$ cat src/rtl/hazard_pkg.sv
// Shared types for the MIPS pipeline hazard unit: forwarding selects, shadow stage records
// and the helper that decides whether a stage's destination can create a hazard.
package hazard_pkg;

   // Widest register index the shadow records hold; narrower indices are zero-extended.
   localparam int unsigned REG_IDX_W = 8;

   typedef enum logic [1:0] {
      FWD_RF  = 2'b00,
      FWD_WB  = 2'b01,
      FWD_MEM = 2'b10
   } fwd_sel_t;

   typedef struct packed {
      logic                 valid;
      logic                 regwrite;
      logic                 memtoreg;
      logic                 uses_rs;
      logic                 uses_rt;
      logic [REG_IDX_W-1:0] rs;
      logic [REG_IDX_W-1:0] rt;
      logic [REG_IDX_W-1:0] writereg;
   } stage_info_t;

   typedef struct packed {
      logic                 valid;
      logic                 regwrite;
      logic [REG_IDX_W-1:0] writereg;
   } wb_info_t;

   function automatic logic live(input logic                 valid,
                                 input logic                 regwrite,
                                 input logic [REG_IDX_W-1:0] writereg,
                                 input logic                 r0_hardwired);
      return valid && regwrite && !(r0_hardwired && (writereg == '0));
   endfunction

endpackage

$ cat src/rtl/hazard_unit_if.sv
// Decode-stage register-use info and M-stage redirects in; stall/flush/forward selects out.
interface hazard_unit_if
   import hazard_pkg::*;
#(
   parameter int unsigned REG_ADDR_W = 5
);
   logic                  valid_d;
   logic [REG_ADDR_W-1:0] rs_d;
   logic [REG_ADDR_W-1:0] rt_d;
   logic                  uses_rs_d;
   logic                  uses_rt_d;
   logic                  regwrite_d;
   logic                  memtoreg_d;
   logic [REG_ADDR_W-1:0] writereg_d;
   logic                  pcsrc_m;
   logic                  jump_m;

   logic                  stall_f;
   logic                  stall_d;
   logic                  flush_d;
   logic                  flush_e;
   fwd_sel_t              forward_ae;
   fwd_sel_t              forward_be;

   modport master (
      output valid_d, rs_d, rt_d, uses_rs_d, uses_rt_d, regwrite_d, memtoreg_d, writereg_d,
             pcsrc_m, jump_m,
      input  stall_f, stall_d, flush_d, flush_e, forward_ae, forward_be
   );

   modport slave (
      input  valid_d, rs_d, rt_d, uses_rs_d, uses_rt_d, regwrite_d, memtoreg_d, writereg_d,
             pcsrc_m, jump_m,
      output stall_f, stall_d, flush_d, flush_e, forward_ae, forward_be
   );

endinterface

$ cat src/rtl/hazard_fwd_sel.sv
// Forwarding select for one E-stage ALU operand; the M-stage producer wins over W.
module hazard_fwd_sel
   import hazard_pkg::*;
(
   input  logic                 src_used_i,
   input  logic [REG_IDX_W-1:0] src_i,
   input  logic                 mem_live_i,
   input  logic [REG_IDX_W-1:0] mem_wr_i,
   input  logic                 wb_live_i,
   input  logic [REG_IDX_W-1:0] wb_wr_i,
   output fwd_sel_t             sel_o
);

   always_comb begin
      sel_o = FWD_RF;
      if (src_used_i && mem_live_i && (mem_wr_i == src_i)) begin
         sel_o = FWD_MEM;
      end else if (src_used_i && wb_live_i && (wb_wr_i == src_i)) begin
         sel_o = FWD_WB;
      end
   end

endmodule

$ cat src/rtl/hazard_unit.sv
// Hazard unit for the 5-stage MIPS core: shadow E/M/W register-use state, stall/flush/forward.
// HAZARD_FORWARD_EN enables forwarding with load-use stalls; otherwise every RAW stalls until W.
module hazard_unit
   import hazard_pkg::*;
#(
   parameter int unsigned REG_ADDR_W   = 5,
   parameter bit          R0_HARDWIRED = 1'b1
) (
   input logic          clk,
   input logic          reset,
   hazard_unit_if.slave hz
);

   stage_info_t e_q, e_d;
   wb_info_t    m_q, m_d, w_q, w_d;

   logic [REG_ADDR_W-1:0] rs_raw, rt_raw, wr_raw;
   logic [REG_IDX_W-1:0]  d_rs, d_rt, d_wr;

   logic e_live, m_live;
   logic rs_hit_e, rt_hit_e;
   logic hz_stall, redirect, flush_e;

   assign rs_raw = hz.rs_d;
   assign rt_raw = hz.rt_d;
   assign wr_raw = hz.writereg_d;
   assign d_rs   = REG_IDX_W'(rs_raw);
   assign d_rt   = REG_IDX_W'(rt_raw);
   assign d_wr   = REG_IDX_W'(wr_raw);

   assign e_live   = live(e_q.valid, e_q.regwrite, e_q.writereg, R0_HARDWIRED);
   assign m_live   = live(m_q.valid, m_q.regwrite, m_q.writereg, R0_HARDWIRED);
   assign rs_hit_e = hz.uses_rs_d && (d_rs == e_q.writereg);
   assign rt_hit_e = hz.uses_rt_d && (d_rt == e_q.writereg);

`ifdef HAZARD_FORWARD_EN
   logic w_live;
   assign w_live   = live(w_q.valid, w_q.regwrite, w_q.writereg, R0_HARDWIRED);
   assign hz_stall = hz.valid_d && e_live && e_q.memtoreg && (rs_hit_e || rt_hit_e);

   hazard_fwd_sel u_fwd_a (
      .src_used_i (e_q.uses_rs),
      .src_i      (e_q.rs),
      .mem_live_i (m_live),
      .mem_wr_i   (m_q.writereg),
      .wb_live_i  (w_live),
      .wb_wr_i    (w_q.writereg),
      .sel_o      (hz.forward_ae)
   );

   hazard_fwd_sel u_fwd_b (
      .src_used_i (e_q.uses_rt),
      .src_i      (e_q.rt),
      .mem_live_i (m_live),
      .mem_wr_i   (m_q.writereg),
      .wb_live_i  (w_live),
      .wb_wr_i    (w_q.writereg),
      .sel_o      (hz.forward_be)
   );
`else
   logic rs_hit_m, rt_hit_m;
   logic unused_fwd_state;
   assign rs_hit_m = hz.uses_rs_d && (d_rs == m_q.writereg);
   assign rt_hit_m = hz.uses_rt_d && (d_rt == m_q.writereg);
   // Without forwarding, a producer in E or M blocks D; once in W the regfile write-first covers it.
   assign hz_stall = hz.valid_d && ((e_live && (rs_hit_e || rt_hit_e)) ||
                                    (m_live && (rs_hit_m || rt_hit_m)));
   assign hz.forward_ae = FWD_RF;
   assign hz.forward_be = FWD_RF;
   assign unused_fwd_state = ^{e_q.memtoreg, e_q.uses_rs, e_q.uses_rt, e_q.rs, e_q.rt, w_q};
`endif

   // Redirect is masked by reset so every output reads zero while reset is held.
   assign redirect   = reset && (hz.pcsrc_m || hz.jump_m);
   assign flush_e    = hz_stall || redirect;
   assign hz.stall_f = hz_stall && !redirect;
   assign hz.stall_d = hz_stall && !redirect;
   assign hz.flush_d = redirect;
   assign hz.flush_e = flush_e;

   always_comb begin
      e_d = '0;
      if (!flush_e) begin
         e_d.valid    = hz.valid_d;
         e_d.regwrite = hz.regwrite_d;
         e_d.memtoreg = hz.memtoreg_d;
         e_d.uses_rs  = hz.uses_rs_d;
         e_d.uses_rt  = hz.uses_rt_d;
         e_d.rs       = d_rs;
         e_d.rt       = d_rt;
         e_d.writereg = d_wr;
      end
      m_d = '{valid: e_q.valid, regwrite: e_q.regwrite, writereg: e_q.writereg};
      w_d = m_q;
   end

   always_ff @(posedge clk or negedge reset) begin
      if (!reset) begin
         e_q <= '0;
         m_q <= '0;
         w_q <= '0;
      end else begin
         e_q <= e_d;
         m_q <= m_d;
         w_q <= w_d;
      end
   end

endmodule

$ cat src/flat_wrapper.sv
// flat-port wrapper written by rule: the top's interface ports become plain ports
module hazard_unit_flat import hazard_pkg::*;
#(
   parameter int unsigned REG_ADDR_W   = 5,
   parameter bit          R0_HARDWIRED = 1'b1
)
  (clk, reset, hz_valid_d, hz_rs_d, hz_rt_d, hz_uses_rs_d, hz_uses_rt_d, hz_regwrite_d, hz_memtoreg_d, hz_writereg_d, hz_pcsrc_m, hz_jump_m, hz_stall_f, hz_stall_d, hz_flush_d, hz_flush_e, hz_forward_ae, hz_forward_be);
  hazard_unit_if #(.REG_ADDR_W(REG_ADDR_W)) hz_i ();
  input logic clk;
  input logic reset;
  input wire logic [$bits(hz_i.valid_d)-1:0] hz_valid_d;
  input wire logic [$bits(hz_i.rs_d)-1:0] hz_rs_d;
  input wire logic [$bits(hz_i.rt_d)-1:0] hz_rt_d;
  input wire logic [$bits(hz_i.uses_rs_d)-1:0] hz_uses_rs_d;
  input wire logic [$bits(hz_i.uses_rt_d)-1:0] hz_uses_rt_d;
  input wire logic [$bits(hz_i.regwrite_d)-1:0] hz_regwrite_d;
  input wire logic [$bits(hz_i.memtoreg_d)-1:0] hz_memtoreg_d;
  input wire logic [$bits(hz_i.writereg_d)-1:0] hz_writereg_d;
  input wire logic [$bits(hz_i.pcsrc_m)-1:0] hz_pcsrc_m;
  input wire logic [$bits(hz_i.jump_m)-1:0] hz_jump_m;
  output wire logic [$bits(hz_i.stall_f)-1:0] hz_stall_f;
  output wire logic [$bits(hz_i.stall_d)-1:0] hz_stall_d;
  output wire logic [$bits(hz_i.flush_d)-1:0] hz_flush_d;
  output wire logic [$bits(hz_i.flush_e)-1:0] hz_flush_e;
  output wire logic [$bits(hz_i.forward_ae)-1:0] hz_forward_ae;
  output wire logic [$bits(hz_i.forward_be)-1:0] hz_forward_be;
  assign hz_i.valid_d = hz_valid_d;
  assign hz_i.rs_d = hz_rs_d;
  assign hz_i.rt_d = hz_rt_d;
  assign hz_i.uses_rs_d = hz_uses_rs_d;
  assign hz_i.uses_rt_d = hz_uses_rt_d;
  assign hz_i.regwrite_d = hz_regwrite_d;
  assign hz_i.memtoreg_d = hz_memtoreg_d;
  assign hz_i.writereg_d = hz_writereg_d;
  assign hz_i.pcsrc_m = hz_pcsrc_m;
  assign hz_i.jump_m = hz_jump_m;
  assign hz_stall_f = hz_i.stall_f;
  assign hz_stall_d = hz_i.stall_d;
  assign hz_flush_d = hz_i.flush_d;
  assign hz_flush_e = hz_i.flush_e;
  assign hz_forward_ae = hz_i.forward_ae;
  assign hz_forward_be = hz_i.forward_be;
  hazard_unit #(.REG_ADDR_W(REG_ADDR_W), .R0_HARDWIRED(R0_HARDWIRED)) u_core (.clk(clk), .reset(reset), .hz(hz_i));
endmodule
$ cat config.mk
export PLATFORM = sky130hd
export DESIGN_NAME = hazard_unit_flat
export DESIGN_NICKNAME = d
export VERILOG_FILES = /design/src/rtl/hazard_pkg.sv /design/src/rtl/hazard_unit_if.sv /design/src/rtl/hazard_fwd_sel.sv /design/src/rtl/hazard_unit.sv /design/src/flat_wrapper.sv
export SDC_FILE = /design/constraint.sdc
export NUM_CORES = 1
export LEC_CHECK = 0
export BUFFER_PORTS_ARGS = -buffer_cell sky130_fd_sc_hd__buf_2
export CAP_MARGIN = 20
export CORE_ASPECT_RATIO = 1.1
export CORE_MARGIN = 1
export CORE_UTILIZATION = 48
export DETAILED_ROUTE_END_ITERATION = 6
export PLACE_DENSITY = 0.86
export SYNTH_ARGS = -nofsm -noshare
export SYNTH_HDL_FRONTEND = slang
export SYNTH_SLANG_ARGS = --single-unit
export TNS_END_PERCENT = 1
$ cat constraint.sdc
create_clock -name clk -period 4.4 [get_ports clk]
set_input_delay 0.66 -clock clk [delete_from_list [all_inputs] [get_ports clk]]
set_output_delay 0.66 -clock clk [all_outputs]
set_load 0.02 [all_outputs]
# Word-level counts from Yosys, hierarchy flattened
# Index checks and enable logic that the tools add are counted.
# Widths: inputs -> output; s select.
# word_totals
mem_bits_ro	0
latchBits	0
input_bits	24
ram_bits	0
out_inout_bits	8
memories	0
regBits	20
wordCells	34
# op_classes
magnitude_cmp	0
n_eq_ne	4
n_mux	1
n_addsub	0
n_reduce_logical	23
div	0
multipliers	0
bitwise_logic	0
shift	0
# ops
operator	count
$eq 5x8->1	4
$mux 29	1
$logic_not 8->1	2
$logic_and 1x1->1	13
$logic_or 1x1->1	5
$logic_not 1->1	3

# Logic depth before layout (Yosys ltp)
# Gate-level depths: netlist of run 1.
# depth
word_depth	8
mapped_depth	6
ltp_nobuf	5

# Least setup slack after synthesis of run 1
# No wires, ideal clock.
# synth_timing
kind	input-to-output
start	input port hz_rs_d[1]
end	output port hz_stall_f
required_ns	3.740
t_arrival_ns	1.991
cell_stages	6
path_buffers	1
slack_ns	1.749
path_cell_list	xor2_1 nor4_1 a32oi_1 o22a_2 nor2_1 buf_4
# synth_between
elab_chain_cells	7
word_cells_on_any_way	11
classes_between	2 x eq/ne; 9 x reduce/logical
# synth_lines
element	line_no	rtl
start, declared	flat_wrapper.sv:12	input wire logic [$bits(hz_i.rs_d)-1:0] hz_rs_d;
$eq 5x8->1, on equally long branches	hazard_unit.sv:33, hazard_unit.sv:63	
$logic_and 1x1->1, on equally long branches	hazard_unit.sv:33, hazard_unit.sv:63	
$logic_or 1x1->1, on equally long branches	hazard_unit.sv:66, hazard_unit.sv:67	
$logic_and 1x1->1, on equally long branches	hazard_unit.sv:66, hazard_unit.sv:67	
$logic_or 1x1->1 *	hazard_unit.sv:66	assign hz_stall = hz.valid_d && ((e_live && (rs_hit_e || rt_hit_e)) ||
$logic_and 1x1->1 *	hazard_unit.sv:66	
$logic_and 1x1->1 *	n/a	
end, declared	flat_wrapper.sv:21	output wire logic [$bits(hz_i.stall_f)-1:0] hz_stall_f;
# Mark *: on every way between the ends. The rest lies on a longest branch, timed or not.

# Worst setup path in the final report of run 1
# layout_timing
start	input port hz_rs_d[1]
end	output port hz_stall_f
# layout_between
elab_chain_cells	7
word_cells_on_any_way	11
classes_between	2 x eq/ne; 9 x reduce/logical
# layout_lines
element	line_no	rtl
$eq 5x8->1, on equally long branches	hazard_unit.sv:33, hazard_unit.sv:63	
$logic_and 1x1->1, on equally long branches	hazard_unit.sv:33, hazard_unit.sv:63	
$logic_or 1x1->1, on equally long branches	hazard_unit.sv:66, hazard_unit.sv:67	
$logic_and 1x1->1, on equally long branches	hazard_unit.sv:66, hazard_unit.sv:67	
$logic_or 1x1->1 *	hazard_unit.sv:66	
$logic_and 1x1->1 *	hazard_unit.sv:66	
$logic_and 1x1->1 *	hazard_unit.sv:76	assign hz.stall_f = hz_stall && !redirect;
# Marked as above.

==> qor.csv, run 1 <==
metric,value,unit
Die Span Y,42.7,µm
RSZ-0062 raised after global routing,no,
largest net degree at the start of global routing,16,
root buffer cell,clkbuf_4,
biggest area consumer among synthesized cells,dfrtp_1,
Synth top area share,48.4,%
CTS Sinks,14,
Diodes inserted,0,
WL final,1.25,mm
Final Max Tran Viols,0,
via count,548,
Finished Layout Cells,108,
Switching Fraction,24.4,%
clk_lat worst skew,0.26,ns
CTS tree,built,
CP Launch Type,primary input,
max cap viols,0,
Post-Syn Instances,64,
crit path launch,hz_rs_d[1],
Final Setup Violations,0,
width of the die,39.0,µm
maximum clock rate,374,MHz
Total GRT Usage,15.8,%
share of cells above drive strength 1,33.7,%
clock buffer depth,2,
sw power,0.0000674,W
Clk network pwr share,30.9,%
WP data arrival,2.01,ns
"commonest non-fill, non-tap cells in the layout","buf_2 (26), xor2_1 (16), dfrtp_1 (14)",
Tcrit/Tclk final,60.7,%
Total Neg Setup Slack,0,ns
"Core Util, Final",63.9,%
Final Cell Area,885,µm²
final net count,117,
global-route wire length before repair,1.82,mm
WL per Instance,11.5,µm
worst hold path class,primary input to async pin,
skew final,0.000210,ns
# hold bufs at CTS,0,
dpl cell area,848,µm²
Post-CTS Setup Inserts,0,
Core Footprint,1380,µm²
Gate power share,16.5,%
Ys Warns,0,
DRT iter0 DRCs,5,
total die area,1670,µm²
RePlAce Congestion,0.734,
row count,14,
Placed Cells,104,
H-Tree Depth,1,
leakage,0.466,nW
port bufs,26,
# DRC,0,
drt via density,5.07,
Worst-path clk slew,0.08,ns
worst setup path category,primary input to primary output,
"commonest non-fill, non-tap cell in the layout",buf_2,
sequential share of power,52.6,%
vias in the first global route,476,
initial antenna violation count,0,
Pwr per Cell Area,313,nW/µm²
outcome,"complete, no violations",
"Avg Cell Area, Syn",11.3,µm²
Reg2Reg Launch Point,u_core.e_q[3],
WP data required,3.74,ns
synthesized cell area,724,µm²
Peak supply drop,0.187,mV
"Hold Vio Cnt, Final",0,
synth top area cells,"dfrtp_1 (48%), xor2_1 (19%), and3_1 (6.0%), buf_4 (5.2%), xnor2_1 (4.8%)",
Netlist cell types,16,
Yosys reg bits,14,
crit end category,primary output,
Num CTS Buffers,3,
Detailed Place HPWL,1.04,mm
Tmin final,2.67,ns
CP max FO,9,
grt ovf,0,
"Seq/Total Area, Yosys",48.4,%
CTS resizes,0,
drt pass-1 iters,4,
ANT nets after route,0,
initial core utilization,52.4,%
I/O pins,32,
Internal,0.000209,W
Synth-to-Final Area Change,22.1,%
Yosys cell counts:
cell	instances
and2_1	2
o22a_2	1
and3_1	7
a32oi_1	2
conb_1	1
or4_1	2
buf_4	5
xnor2_1	4
nor4_1	4
inv_1	1
o2111ai_1	2
nor2_1	1
xor2_1	16
nand2_1	1
dfrtp_1	14
o21ai_1	1
per-stage QoR:
| step | power, W | hold slack, ns | setup WS [ns] |
|---|---|---|---|
| 6_report | 0.000277 | 0.270 | 1.73 |
| 5_1_grt | 0.000293 | 0.276 | 1.58 |
| 4_1_cts | 0.000280 | 0.271 | 1.71 |
| 3_5_place_dp | 0.000194 | 0.369 | 1.72 |
| 3_3_place_gp | 0.000192 | 0.357 | 1.75 |
| 2_1_floorplan | 0.000175 | 0.354 | 1.75 |
routing by layer:
metal | vias up | track usage (%) | share of wire, %
met5 | - | 0 | 0
met4 | 0 | 6.21 | 0
met3 | 0 | 1.57 | 7.6
met2 | 29 | 28.3 | 50
met1 | 247 | 18.3 | 42
li1 | 272 | - | -
registers in the layout (all words and copies together) (netlist names):
signal	flops
u_core.m_q	7
u_core.e_q	7
final timing paths:
check,end,slack [ns],cells after the start
max,hz_stall_f,1.73,7
min,u_core.e_q[3],0.27,1
max reg2reg,u_core.e_q[4],2.69,5
min reg2reg,u_core.m_q[9],0.39,0
max in group asynchronous,u_core.m_q[8],3.91,1
min in group clk,u_core.m_q[9],0.39,0
kinds of logic after synthesis:
group	after synthesis	synth area share [%]
xor+xnor	20	24.2
simple gates	17	14.3
flops	14	48.4
compound gates	6	6.91
buf+inv	6	5.70
other cells	1	0.518
power groups by stage:
stage / clock (W) / combinational [W] / sequential, W
floorplan: 0 / 0.0000293 / 0.000146
global placement: 0 / 0.0000438 / 0.000148
detailed placement: 0 / 0.0000458 / 0.000148
CTS: 0.0000887 / 0.0000460 / 0.000146
global route: 0.0000957 / 0.0000503 / 0.000147
finish: 0.0000856 / 0.0000456 / 0.000146
area by class of cell:
| class | count | area, µm² |
|---|---|---|
| Timing Repair Buffer | 26 | 130 |
| Clock buffer | 4 | 36.3 |
| Inverter | 1 | 3.75 |
| Tap cell | 16 | 20.0 |
| Multi-Input combinational cell | 47 | 344 |
| Sequential cell | 14 | 350 |
| Fill cell | 117 | 499 |
critical path, stage by stage:
cell and delay [ns]:
buf_2 0.11, xor2_1 0.16, nor4_1 0.32, a32oi_1 0.15, o22a_2 0.31, nor2_1 0.12
buf_2 0.17
No activity file was read; power rests on OpenSTA's default activity.
==> run 2, diff against run 1 <==
Settings changed: CORE_UTILIZATION 48 to 40, PLACE_DENSITY 0.86 to 0.77.
Clock period 4.4 ns to 2.3 ns, I/O delays scaled along.
==> qor.csv, run 2 (synthesis gave the netlist of run 1 again) <==
metric,value,unit
CP Buf/Inv Count,1,
Synth-to-Final Area Change,31.8,%
Die Span Y,46.6,µm
Internal,0.000409,W
Pwr per Cell Area,574,nW/µm²
clock buffer depth,2,
Tmin final,2.22,ns
drt via density,5.00,
Worst-path clk slew,0.08,ns
row count,15,
"slowest stage delay, CP",0.42,ns
register area,355,µm²
"Hold Vio Cnt, Final",0,
CTS tree,built,
Hold Path Depth,2,
Switching Fraction,25.4,%
clk_lat worst skew,0.27,ns
Final Cell Area,955,µm²
initial core utilization,44.4,%
crit end category,primary output,
via count,575,
leakage,0.490,nW
grt ovf,0,
drt pass-1 iters,3,
skew final,0.000356,ns
largest net degree at the start of global routing,16,
Multi-input gate area,360,µm²
vias in the first global route,606,
CP Launch Type,flip-flop,
max cap viols,0,
width of the die,42.6,µm
Peak supply drop,0.336,mV
worst hold path class,primary input to flip-flop,
Final Setup Violations,0,
Largest regs,"u_core.e_q (7), u_core.m_q (7)",
total die area,1990,µm²
sequential share of power,51.0,%
H-Tree Depth,1,
"commonest non-fill, non-tap cells in the layout","buf_2 (26), xor2_1 (16), dfrtp_1 (10)",
WP data arrival,1.88,ns
port bufs,26,
sw power,0.000139,W
dpl cell area,850,µm²
initial antenna violation count,0,
outcome,"complete, no violations",
Tcrit/Tclk final,96.7,%
CTS Sinks,14,
Gate power share,17.8,%
WL per Instance,12.2,µm
reg2reg setup slack,0.44,ns
WP data required,1.96,ns
global-route wire length before repair,2.34,mm
final net count,123,
DRT iter0 DRCs,2,
worst setup path category,flip-flop to primary output,
root buffer cell,clkbuf_4,
slowest stage cell on the critical path,dfrtp_1,
Placed Cells,105,
Levels on crit path,6,
CP max FO,6,
Diodes inserted,0,
"commonest non-fill, non-tap cell in the layout",buf_2,
maximum clock rate,449,MHz
share of cells above drive strength 1,43.9,%
ANT nets after route,0,
Fillers,145,
RSZ-0062 raised after global routing,yes,
Core Footprint,1630,µm²
cell breakdown of the critical path,xor2_1 -> nor4_2 -> a32oi_1 -> o22a_2 -> nor2_1 -> buf_2,
Clk network pwr share,31.3,%
r2r worst-path depth,7,
WL final,1.40,mm
I/O pins,32,
CP top delay family,flip-flops,
RePlAce Congestion,0.819,
Num CTS Buffers,3,
Final Max Tran Viols,0,
# DRC,0,
Finished Layout Cells,115,
Total GRT Usage,16.4,%
## run 2: metrics by stage
step	setup slack (ns)	hold WS, ns	power (W)	TNS (ns)	util, %
global placement	0.258	0.248	0.000367	0	52.0
floorplan	0.198	0.0494	0.000335	0	-
detailed placement	0.237	0.253	0.000371	0	52.0
global route	-0.0206	0.290	0.000577	-0.0411	58.5
finish	0.0753	0.295	0.000548	0	58.5
CTS	0.00594	0.291	0.000545	0	55.7
## run 2: routing by layer
layer,up-vias,wire length [µm],GRT usage (%)
li1,283,-,-
met1,265,623,19.8
met3,0,80,1.18
met4,0,0,7.50
met2,27,698,30.5
met5,-,0,0
## run 2: final timing paths
check,from,endpoint
max in group asynchronous,reset,u_core.e_q[1]
worst min register to register,u_core.e_q[28],u_core.m_q[9]
worst max register to register,u_core.e_q[3],u_core.e_q[4]
min in group asynchronous,reset,u_core.e_q[27]
worst max-delay path,u_core.e_q[3],hz_stall_d
worst min-delay path,hz_writereg_d[1],u_core.e_q[1]
## run 2: area by class of cell
class	count	share of cell area, %
inverters	1	0.393
flip-flops and latches	14	37.2
repair buffers	32	18.6
well taps	17	2.23
clock buffers	4	3.80
multi-input cells	47	37.7
## run 2: what timing repair did
| action | CTS | global route |
|---|---|---|
| gates resized for setup | 1 | 6 |
| hold buffers | 1 | 0 |
| setup endpoints to repair | 3 | 3 |
| buffers inserted | 1 | 4 |
| pin swaps | 0 | 1 |
| hold endpoints to repair | 14 | 0 |
## run 2: power by group through the flow
stage / Combinational, W / Sequential [W] / Clock, W
5_1_grt: 0.000110 / 0.000282 / 0.000185
4_1_cts: 0.0000920 / 0.000279 / 0.000174
3_3_place_gp: 0.0000831 / 0.000284 / 0
6_report: 0.0000974 / 0.000279 / 0.000171
2_1_floorplan: 0.0000561 / 0.000279 / 0
3_5_place_dp: 0.0000863 / 0.000285 / 0
